## src/rtl/sdram_ctrl_fsm_burst_pkg.sv

```systemverilog
// Shared encodings for the burst-capable SDRAM controller main FSM:
// command-bus mux selects, FSM state type and a mux-restore helper.
package sdram_ctrl_fsm_burst_pkg;

  localparam logic [1:0] MUX_INIT = 2'd0;
  localparam logic [1:0] MUX_REF  = 2'd1;
  localparam logic [1:0] MUX_WR   = 2'd2;
  localparam logic [1:0] MUX_RD   = 2'd3;

  typedef enum logic [3:0] {
    INIT_START = 4'd0,
    INIT_WAIT  = 4'd1,
    IDLE       = 4'd2,
    REF_START  = 4'd3,
    REF_WAIT   = 4'd4,
    WR_START   = 4'd5,
    WR_WAIT    = 4'd6,
    WR_NEXT    = 4'd7,
    RD_START   = 4'd8,
    RD_WAIT    = 4'd9
  } state_e;

  // Bus owner to restore when a refresh hands control back to a state.
  function automatic logic [1:0] mux_for(state_e s);
    case (s)
      WR_START, WR_WAIT, WR_NEXT: return MUX_WR;
      RD_START, RD_WAIT:          return MUX_RD;
      default:                    return MUX_REF;
    endcase
  endfunction

endpackage

```

## src/rtl/sdram_ctrl_fsm_burst_ref_debt.sv

```systemverilog
// Saturating refresh-debt counter: rt_flag ticks add debt, completed
// refreshes pay it back; a tick at the ceiling sets a sticky overflow.
module sdram_ref_debt #(
  parameter int unsigned REF_DEBT_MAX = 4
) (
  input  logic clk,
  input  logic soft_rst,
  input  logic enable,
  input  logic rt_flag,
  input  logic ref_done,
  output logic debt_nz,
  output logic debt_full,
  output logic ref_overflow
);

  localparam int unsigned DEBT_W = $clog2(REF_DEBT_MAX + 1);
  localparam logic [DEBT_W-1:0] DEBT_CEIL = DEBT_W'(REF_DEBT_MAX);

  logic [DEBT_W-1:0] debt_q;
  logic [DEBT_W-1:0] debt_d;
  logic              ovf_d;

  always_comb begin
    debt_d = debt_q;
    ovf_d  = ref_overflow;
    if (enable) begin
      if (rt_flag && !ref_done) begin
        if (debt_q == DEBT_CEIL) ovf_d = 1'b1;
        else                     debt_d = debt_q + DEBT_W'(1);
      end else if (ref_done && !rt_flag && (debt_q != '0)) begin
        debt_d = debt_q - DEBT_W'(1);
      end
    end
  end

  // Flags are registered from the next count so they line up with debt_q.
  always_ff @(posedge clk or posedge soft_rst) begin
    if (soft_rst) begin
      debt_q       <= '0;
      debt_nz      <= 1'b0;
      debt_full    <= 1'b0;
      ref_overflow <= 1'b0;
    end else begin
      debt_q       <= debt_d;
      debt_nz      <= (debt_d != '0);
      debt_full    <= (debt_d == DEBT_CEIL);
      ref_overflow <= ovf_d;
    end
  end

endmodule

```

## src/rtl/sdram_ctrl_fsm_burst.sv

```systemverilog
// SDRAM controller main FSM with Avalon bursts (one engine command per beat,
// column auto-increment) and refresh postponement up to a debt ceiling.
module sdram_ctrl_fsm_burst
  import sdram_ctrl_fsm_burst_pkg::*;
#(
  parameter int unsigned DATA_W       = 32,
  parameter int unsigned ROW_W        = 13,
  parameter int unsigned COL_W        = 10,
  parameter int unsigned BA_W         = 2,
  parameter int unsigned BURST_W      = 4,
  parameter int unsigned REF_DEBT_MAX = 4,
  localparam int unsigned ADDR_W      = BA_W + ROW_W + COL_W
) (
  input  logic              clk,
  input  logic              soft_rst,
  input  logic [ADDR_W-1:0] local_addr,
  input  logic              local_write,
  input  logic              local_read,
  input  logic [BURST_W-1:0] local_burstcount,
  input  logic [DATA_W-1:0] local_wdata,
  output logic              local_ready,
  output logic [DATA_W-1:0] local_rdata,
  output logic              local_rddatavalid,
  output logic              init_en,
  output logic              ref_en,
  output logic              wr_en,
  output logic              rd_en,
  input  logic              init_done,
  input  logic              ref_done,
  input  logic              wr_done,
  input  logic              rd_done,
  output logic              rt_en,
  input  logic              rt_flag,
  output logic [ROW_W-1:0]  row,
  output logic [COL_W-1:0]  col,
  output logic [BA_W-1:0]   ba,
  output logic [DATA_W-1:0] wdata,
  input  logic [DATA_W-1:0] rdata,
  output logic [1:0]        smux,
  output logic              ref_overflow
);

  state_e               state_q, state_d;
  state_e               resume_q, resume_d;
  logic [BURST_W-1:0]   beats_q, beats_d;

  logic                 local_ready_d, rddatavalid_d;
  logic                 init_en_d, ref_en_d, wr_en_d, rd_en_d, rt_en_d;
  logic [DATA_W-1:0]    rdata_d, wdata_d;
  logic [ROW_W-1:0]     row_d;
  logic [COL_W-1:0]     col_d;
  logic [BA_W-1:0]      ba_d;
  logic [1:0]           smux_d;

  logic                 debt_nz, debt_full, ref_done_acc;

  // Only a refresh the FSM is actually waiting on pays back debt.
  assign ref_done_acc = ref_done && (state_q == REF_WAIT);

  sdram_ref_debt #(
    .REF_DEBT_MAX (REF_DEBT_MAX)
  ) u_ref_debt (
    .clk          (clk),
    .soft_rst     (soft_rst),
    .enable       (rt_en),
    .rt_flag      (rt_flag),
    .ref_done     (ref_done_acc),
    .debt_nz      (debt_nz),
    .debt_full    (debt_full),
    .ref_overflow (ref_overflow)
  );

  always_comb begin
    state_d       = state_q;
    resume_d      = resume_q;
    beats_d       = beats_q;
    local_ready_d = 1'b0;
    rddatavalid_d = 1'b0;
    init_en_d     = 1'b0;
    ref_en_d      = 1'b0;
    wr_en_d       = 1'b0;
    rd_en_d       = 1'b0;
    rt_en_d       = rt_en;
    rdata_d       = local_rdata;
    wdata_d       = wdata;
    row_d         = row;
    col_d         = col;
    ba_d          = ba;
    smux_d        = smux;

    case (state_q)
      INIT_START: begin
        init_en_d = 1'b1;
        state_d   = INIT_WAIT;
      end
      INIT_WAIT: if (init_done) begin
        rt_en_d  = 1'b1;
        smux_d   = MUX_REF;
        resume_d = IDLE;
        state_d  = REF_START;
      end
      IDLE: begin
        if (debt_nz) begin
          resume_d = IDLE;
          state_d  = REF_START;
        end else if (local_write || local_read) begin
          {ba_d, row_d, col_d} = local_addr;
          beats_d       = (local_burstcount == '0) ? BURST_W'(1) : local_burstcount;
          local_ready_d = 1'b1;
          if (local_write) begin
            wdata_d = local_wdata;
            smux_d  = MUX_WR;
            state_d = WR_START;
          end else begin
            smux_d  = MUX_RD;
            state_d = RD_START;
          end
        end
      end
      REF_START: begin
        ref_en_d = 1'b1;
        smux_d   = MUX_REF;
        state_d  = REF_WAIT;
      end
      REF_WAIT: if (ref_done) begin
        smux_d  = mux_for(resume_q);
        state_d = resume_q;
      end
      WR_START: begin
        wr_en_d = 1'b1;
        state_d = WR_WAIT;
      end
      WR_WAIT: if (wr_done) begin
        beats_d = beats_q - BURST_W'(1);
        if (beats_q == BURST_W'(1)) begin
          smux_d  = MUX_REF;
          state_d = IDLE;
        end else begin
          col_d   = col + COL_W'(1);
          state_d = WR_NEXT;
        end
      end
      WR_NEXT: begin
        if (debt_full) begin
          resume_d = WR_NEXT;
          state_d  = REF_START;
        end else if (local_write) begin
          local_ready_d = 1'b1;
          wdata_d       = local_wdata;
          state_d       = WR_START;
        end
      end
      RD_START: begin
        rd_en_d = 1'b1;
        state_d = RD_WAIT;
      end
      RD_WAIT: if (rd_done) begin
        rdata_d       = rdata;
        rddatavalid_d = 1'b1;
        beats_d       = beats_q - BURST_W'(1);
        col_d         = col + COL_W'(1);
        if (beats_q == BURST_W'(1)) begin
          smux_d  = MUX_REF;
          state_d = IDLE;
        end else if (debt_full) begin
          resume_d = RD_START;
          state_d  = REF_START;
        end else begin
          state_d = RD_START;
        end
      end
      default: state_d = INIT_START;
    endcase
  end

  always_ff @(posedge clk or posedge soft_rst) begin
    if (soft_rst) begin
      state_q           <= INIT_START;
      resume_q          <= IDLE;
      beats_q           <= '0;
      local_ready       <= 1'b0;
      local_rdata       <= '0;
      local_rddatavalid <= 1'b0;
      init_en           <= 1'b0;
      ref_en            <= 1'b0;
      wr_en             <= 1'b0;
      rd_en             <= 1'b0;
      rt_en             <= 1'b0;
      row               <= '0;
      col               <= '0;
      ba                <= '0;
      wdata             <= '0;
      smux              <= MUX_INIT;
    end else begin
      state_q           <= state_d;
      resume_q          <= resume_d;
      beats_q           <= beats_d;
      local_ready       <= local_ready_d;
      local_rdata       <= rdata_d;
      local_rddatavalid <= rddatavalid_d;
      init_en           <= init_en_d;
      ref_en            <= ref_en_d;
      wr_en             <= wr_en_d;
      rd_en             <= rd_en_d;
      rt_en             <= rt_en_d;
      row               <= row_d;
      col               <= col_d;
      ba                <= ba_d;
      wdata             <= wdata_d;
      smux              <= smux_d;
    end
  end

endmodule

```

## config.mk

```make
export PLATFORM = sky130hd
export DESIGN_NAME = sdram_ctrl_fsm_burst
export DESIGN_NICKNAME = d
export VERILOG_FILES = /design/src/rtl/sdram_ctrl_fsm_burst_pkg.sv /design/src/rtl/sdram_ctrl_fsm_burst_ref_debt.sv /design/src/rtl/sdram_ctrl_fsm_burst.sv
export SDC_FILE = /design/constraint.sdc
export NUM_CORES = 1
export LEC_CHECK = 0
export CORE_MARGIN = 2
export CORE_UTILIZATION = 46
export DETAILED_ROUTE_END_ITERATION = 6
export HOLD_SLACK_MARGIN = 0.12
export PLACE_DENSITY = 0.91
export SETUP_SLACK_MARGIN = 0.4
export SYNTH_ARGS = -nofsm -noshare
export SYNTH_HDL_FRONTEND = slang
export SYNTH_HIERARCHICAL = 1
export SYNTH_SLANG_ARGS = --single-unit
export TNS_END_PERCENT = 50
```

## constraint.sdc

```tcl
create_clock -name clk -period 4.5 [get_ports clk]
set_clock_uncertainty 0.2 [all_clocks]
set_input_delay 0.9 -clock clk [delete_from_list [all_inputs] [get_ports clk]]
set_output_delay 0.9 -clock clk [all_outputs]
set_load 0.01 [all_outputs]
```

==> reports/qor.yml, run 1 <==
yosys:
  post_synth_num_cell_types: 77
  yosys.area.top_type_share_pct: 50.21
  synth.yosys.warnings: 6
  postSynthCellCount: 427
  synth-main-ff-cell: "sky130_fd_sc_hd__dfrtp_1"
  share_of_the_synthesized_area_in_compound_gates_ao_oa_aoi_oai_pct: 10.09
  synth_top_cells_by_area: "sky130_fd_sc_hd__dfrtp_1, sky130_fd_sc_hd__mux2_4, sky130_fd_sc_hd__buf_6, sky130_fd_sc_hd__mux2_1, sky130_fd_sc_hd__mux2_2"
  yosysTopAreaCell: "sky130_fd_sc_hd__dfrtp_1"
  muxShareOfSynthArea_pct: 21.14
  syn-mean-instance-area_sq_um: 13.31
  portion_of_the_post_synthesis_area_used_by_sequential_elements_pct: 50.67
  synthesis.nets: 535
  synth_simple_gate_area_share_pct: 12.11
  netlist_area_sq_mm: 0.005682
  synthXorXnorAreaFrac_pct: 0.3083
  synth_top_family_by_area: "multiplexers"
  synth_fa_ha_area_share_pct: 1.321
  synth_async_sr_flop_share_pct: 100.0
  edff_count_synth: 0
  ys_ff_latch: 115
power:
  power.density_cell_area_mw_per_mm2: 695.5
  power_frac_clock_pct: 24.9
  cellInternalPower_w: 0.003927
  comb_power_share_pct: 43.0
  p_leak_nw: 3.721
  max-vdd-ir-drop_mv: 0.3504
  seq_power_share_pct: 32.1
  switching_power_w: 0.001881
  p_sw_share_pct: 32.39
global_routing:
  globalRouteTotalUtil_pct: 21.75
  first_global_vias: 4289
  number_of_antenna_violations_at_the_first_check_in_global_routing: 0
  gr-total-overflow: 0
  grt_start_max_net_pins: 56
  grt_pass1_wl_um: 22390
sta:
  layout_worst_path_cycle_share_pct: 68.04
  setup-violations-final: 0
  finalSetupTns_ps: 0
  max_freq_mhz: 326.6
  hold_viol_final: 0
  timing.final.ws_setup_ps: 1438
  rsz0062_at_grt: "no"
  worst_slew_margin_pct: 25.66
  final_critical_period_ps: 3062
  timing_max_transition_violations_final: 0
  tightest_slew_ps: 1111
floorplan:
  die_width_um: 115.1
  floorplan.initialDensity_pct: 47.30
  pin_count: 201
  die_ar_sq_mm: 0.01326
  die_height_um: 115.1
  core_area_sq_mm: 0.01201
  rows: 40
worst_setup_path:
  cp_cell_sequence: "nor4b_4 > nand2_1 > o2111ai_4 > buf_4 > mux2_2"
  critPathLaunchType: "flop"
  cp_data_required_time_ps: 4590
  worst_setup_path_type: "flop to flop"
  critPathCaptureType: "flop"
  critPathMaxStageDelay_ps: 910
  critical_path.slowest_cell: "sky130_fd_sc_hd__dfrtp_1"
  critical_path_peak_fanout: 28
  cp.arrival_ps: 3150
route:
  routed_wirelength_um: 14310
  drt_first_pass_iters: 5
  drtAntennaViolNets: 0
  routed-wl-met2_um: 7290
  vias: 4296
  detailedRoute.firstIterationViolations: 337
  post-route-drc-count: 0
  wl_met3_um: 829
  routedLengthMet1_um: 6062
  topRoutingLayerUsed: "met4"
  number_of_vias_per_cell_after_detailed_routing: 5.466
  routedWlPerCell_um: 18.21
clocking:
  clock_transition_at_the_registers_of_the_reported_paths_ps: 50
  tritoncts_clock_tree: "built"
  holdBufCountCts: 0
  cts.path.max_buffers: 2
  cts_made_buffers: 17
  postCtsSetupBuffers: 0
  cts_resized: 0
  clkSinkCount: 115
  worstSkewPairLatency_ps: 410
  htree_levels: 4
  root_buffer_cell: "sky130_fd_sc_hd__clkbuf_16"
cells_and_area:
  final_cell_mix: "sky130_fd_sc_hd__clkdlybuf4s50_1, sky130_fd_sc_hd__dfrtp_1, sky130_fd_sc_hd__mux2_4"
  p_r_area_growth_vs_syn_pct: 46.99
  layout_commonest_cell: "sky130_fd_sc_hd__clkdlybuf4s50_1"
  fillers: 837
  numnets_final: 734
  fin_util_pct: 69.53
  layout-drive-gt1-share_pct: 22.38
  n_antenna_cell: 0
  postLayoutCellArea_sq_mm: 0.008352
run:
  max_cap_violations: 0
placed_design:
  dpl_cell_area_sq_mm: 0.007710
  port_buffer_cells: 200
  place_congestion: 0.8517
  hpwl_um: 10080
  post-place-ws_ps: 1333
status:
  run_status: "completed"
hold_path:
  min_path_type: "flop to flop"
==> cells by family (layout without fill, tap and decap cells) <==
logic type | count (synthesis) | after routing
flops | 115 | 115
mux | 86 | 86
simple gates | 104 | 104
compound gates | 79 | 79
fa+ha+maj | 6 | 6
xor+xnor | 2 | 2
buf+inv | 35 | 247
==> worst max-delay path: cells and delay by family (launching register included) <==
| family | cells | cell delay, ps |
|---|---|---|
| flops | 1 | 910 |
| simple gates | 2 | 690 |
| buf+inv | 1 | 480 |
| mux | 1 | 380 |
| compound gates | 1 | 260 |
==> flip-flops by register name (all words and copies together), names as in the netlist, 3 cells and up <==
signal	count
local_rdata	32
wdata	32
row	13
col	10
beats_q	4
state_q	4
resume_q	3
u_ref_debt/debt_q	3
==> worst paths after layout <==
| check | start | end | slack [ps] | depth (start not counted) |
|---|---|---|---|---|
| min reg2reg | row[6] | row[6] | 280 | 1 |
| max reg2reg | state_q[1] | wdata[29] | 1440 | 5 |
| max | state_q[1] | wdata[29] | 1440 | 5 |
| max in group asynchronous | soft_rst | resume_q[1] | 2570 | 3 |
| min | row[6] | row[6] | 280 | 1 |
| min in group asynchronous | soft_rst | u_ref_debt/debt_q[2] | 600 | 2 |
==> final cells by class <==
class                           count  area [sq um]  share of cell area, %
Clock inverter                     14         202.7                  2.427
Timing Repair Buffer              202          2029                  24.30
Tap cell                          147         183.9                  2.202
Clock buffer                       18         439.2                  5.258
Multi-Input combinational cell    277          2566                  30.73
Sequential cell                   115          2879                  34.47
Inverter                           13         51.30                 0.6142
==> synthesized netlist by cell type (5+ instances only) <==
library cell                n
sky130_fd_sc_hd__a21oi_1   14
sky130_fd_sc_hd__o21ai_0   18
sky130_fd_sc_hd__inv_1     12
sky130_fd_sc_hd__mux2_2    12
sky130_fd_sc_hd__buf_6     14
sky130_fd_sc_hd__o21ai_1    5
sky130_fd_sc_hd__nor3b_1    5
sky130_fd_sc_hd__dfrtp_1  114
sky130_fd_sc_hd__nand3_1    7
sky130_fd_sc_hd__ha_1       6
sky130_fd_sc_hd__nor2_1    18
sky130_fd_sc_hd__nand2_1   18
sky130_fd_sc_hd__mux2_1    12
sky130_fd_sc_hd__mux2_4    62
sky130_fd_sc_hd__nor3_1    12
==> metrics by stage <==
step	hold WS (ps)	total power, W	instances
global route	295.0	0.006120	786
global placement	261.1	0.004234	754
CTS	282.1	0.005845	786
floorplan	303.1	0.003310	427
detailed placement	264.8	0.004351	754
finish	279.9	0.005808	786
==> layer usage <==
| metal | GRT usage [%] | vias to the layer above |
|---|---|---|
| met1 | 28.74 | 2162 |
| li1 | - | 1952 |
| met3 | 5.271 | 13 |
| met4 | 7.068 | 0 |
| met2 | 35.49 | 169 |
| met5 | 0 | - |
==> power by group through the flow <==
stage	Sequential [W]	Clock, W	Combinational [W]
2_1_floorplan	0.00191	0	0.00140
3_3_place_gp	0.00184	0	0.00240
3_5_place_dp	0.00187	0	0.00248
4_1_cts	0.00186	0.00147	0.00251
5_1_grt	0.00193	0.00152	0.00267
6_report	0.00187	0.00144	0.00250
No activity file was read; power rests on OpenSTA's default activity.
==> inputs of run 2 (changes only) <==
clock period = 2.94 ns   (was 4.5 ns; I/O delays follow)
==> run 2 against run 1 <==
Compared with the run above:
- sequential cell count unchanged
- critical path depth increased by 2
- maximum frequency increased by 26%
- hold slack about the same
- combinational power increased by 59%
- global-route usage increased by 0.17 points
- first-iteration DRC count decreased by 3.6%
- die area unchanged
- sequential share of layout area decreased by 0.077 points
- cell area increased by 0.22%
- utilization increased by 0.16 points
- power increased by 50%
- largest cell class unchanged
==> reports/qor.yml, run 2 (synthesis gave the netlist of run 1 again) <==
sta:
  finalSetupTns_ps: 0
  rsz0062_at_grt: "yes"
  setup-violations-final: 0
  final_critical_period_ps: 2430
  layout_worst_path_cycle_share_pct: 82.65
  worst_slew_margin_pct: 51.28
  max_freq_mhz: 411.5
  hold_viol_final: 0
  tightest_slew_ps: 730.0
  timing_max_transition_violations_final: 0
global_routing:
  first_global_vias: 4435
  grt_pass1_wl_um: 22510
  gr-max-usage-layer: "met2"
  number_of_antenna_violations_at_the_first_check_in_global_routing: 0
  globalRouteTotalUtil_pct: 21.92
  globalRouteMet1Util_pct: 26.58
  grt_start_max_net_pins: 110
  global_route.usage.met2_pct: 37.76
  gr-total-overflow: 0
  met3_usage_pct: 6.115
worst_setup_path:
  worst-r2r-setup-slack_ps: 510
  cp_data_required_time_ps: 3030
  critPathCaptureType: "flop"
  critPathLaunchType: "flop"
  cp.arrival_ps: 2520
  reg2regPathDepth: 7
  worst_setup_path_type: "flop to flop"
  critical_path_peak_fanout: 11
route:
  routed_wirelength_um: 14310
  number_of_vias_per_cell_after_detailed_routing: 5.409
  drt_first_pass_iters: 4
  drtAntennaViolNets: 0
  vias: 4289
  routedWlPerCell_um: 18.05
  detailedRoute.firstIterationViolations: 325
  post-route-drc-count: 0
cells_and_area:
  final-seq-area_sq_mm: 0.002879
  top_regs: "local_rdata (32), wdata (32), row (13)"
  numnets_final: 741
  fillers: 816
  layout-drive-gt1-share_pct: 23.53
  postLayoutCellArea_sq_mm: 0.008371
  multi_input_area_sq_mm: 0.002577
  layout_commonest_cell: "sky130_fd_sc_hd__clkdlybuf4s50_1"
  fin_util_pct: 69.69
  n_antenna_cell: 0
  final_cell_mix: "sky130_fd_sc_hd__clkdlybuf4s50_1, sky130_fd_sc_hd__dfrtp_1, sky130_fd_sc_hd__mux2_4, sky130_fd_sc_hd__o21ai_0"
  p_r_area_growth_vs_syn_pct: 47.32
clocking:
  holdBufCountCts: 0
  clkSinkCount: 115
  clock_transition_at_the_registers_of_the_reported_paths_ps: 60
  cts_made_buffers: 17
  root_buffer_cell: "sky130_fd_sc_hd__clkbuf_16"
  cts.path.max_buffers: 2
  worstSkewPairLatency_ps: 410
  postCtsSetupBuffers: 0
  htree_levels: 4
  tritoncts_clock_tree: "built"
floorplan:
  rows: 40
  floorplan.initialDensity_pct: 47.30
  die_width_um: 115.1
  core_area_sq_mm: 0.01201
  pin_count: 201
  die_height_um: 115.1
  die_ar_sq_mm: 0.01326
placed_design:
  port_buffer_cells: 200
  dpl_cell_area_sq_mm: 0.007776
  hpwl_um: 10340
  place_congestion: 0.8588
power:
  p_leak_nw: 3.708
  power.density_cell_area_mw_per_mm2: 1044
  report.power.total_w: 0.008736
  max-vdd-ir-drop_mv: 0.5763
hold_path:
  min_path_type: "input port to asynchronous set/reset pin"
run:
  max_cap_violations: 0
status:
  run_status: "completed"
run 2: cell count changes in the layout (fill, tap and decap cells not counted), moves of 2 or more:
cell                         before  now
sky130_fd_sc_hd__buf_4            1    7
sky130_fd_sc_hd__bufinv_16        4    2
sky130_fd_sc_hd__clkinvlp_4       1    8
sky130_fd_sc_hd__clkinv_4         5    1
run 2: final timing paths:
path | startpoint | endpoint
max | state_q[1] | u_ref_debt/debt_nz
min | soft_rst | u_ref_debt/ref_overflow
max reg2reg | state_q[1] | u_ref_debt/debt_nz
min reg2reg | row[2] | row[2]
max in group asynchronous | soft_rst | wdata[1]
min in group clk | row[2] | row[2]
run 2: area by class of cell:
class,count,share of cell area (%)
flip-flops and latches,115,34.39
multi-input cells,277,30.79
repair buffers,209,25.02
clock buffers,17,5.082
well taps,147,2.197
clock inverters,15,1.883
inverters,13,0.6278
run 2: what timing repair did:
action | 4_1_cts | 5_1_grt
pin swaps | 0 | 0
gates resized for setup | 1 | 2
endpoints found under the setup margin | 1 | 2
run 2: through the flow:
stage / hold slack, ps / setup slack [ps] / cells
2_1_floorplan: 179.0 / 387.6 / 427
4_1_cts: 273.0 / 447.1 / 793
3_3_place_gp: 261.8 / 191.2 / 761
5_1_grt: 307.4 / 393.8 / 793
3_5_place_dp: 275.9 / 78.19 / 761
6_report: 279.5 / 510.1 / 793
run 2: per-layer routing:
layer | share of wire (%) | wire, um | vias up
li1 | - | - | 1965
met1 | 41 | 5868 | 2147
met2 | 51 | 7275 | 154
met3 | 6.5 | 935 | 23
met4 | 1.6 | 232 | 0
met5 | 0 | 0 | -
run 2: where the power goes:
part | internal, W | switching (W) | leakage, nW
clock network | 0.00125 | 0.000757 | 0.264
logic | 0.00236 | 0.00161 | 2.01
registers | 0.00224 | 0.000516 | 1.43
total | 0.00585 | 0.00288 | 3.71
run 2: critical path, cell delays in order (launching register included):
cell	delay [ps]
sky130_fd_sc_hd__dfrtp_1	500
sky130_fd_sc_hd__nor2_1	250
sky130_fd_sc_hd__nand2_1	100
sky130_fd_sc_hd__nor2_2	200
sky130_fd_sc_hd__nor3b_4	340
sky130_fd_sc_hd__o21ai_0	160
sky130_fd_sc_hd__xnor2_1	180
sky130_fd_sc_hd__or3b_1	370
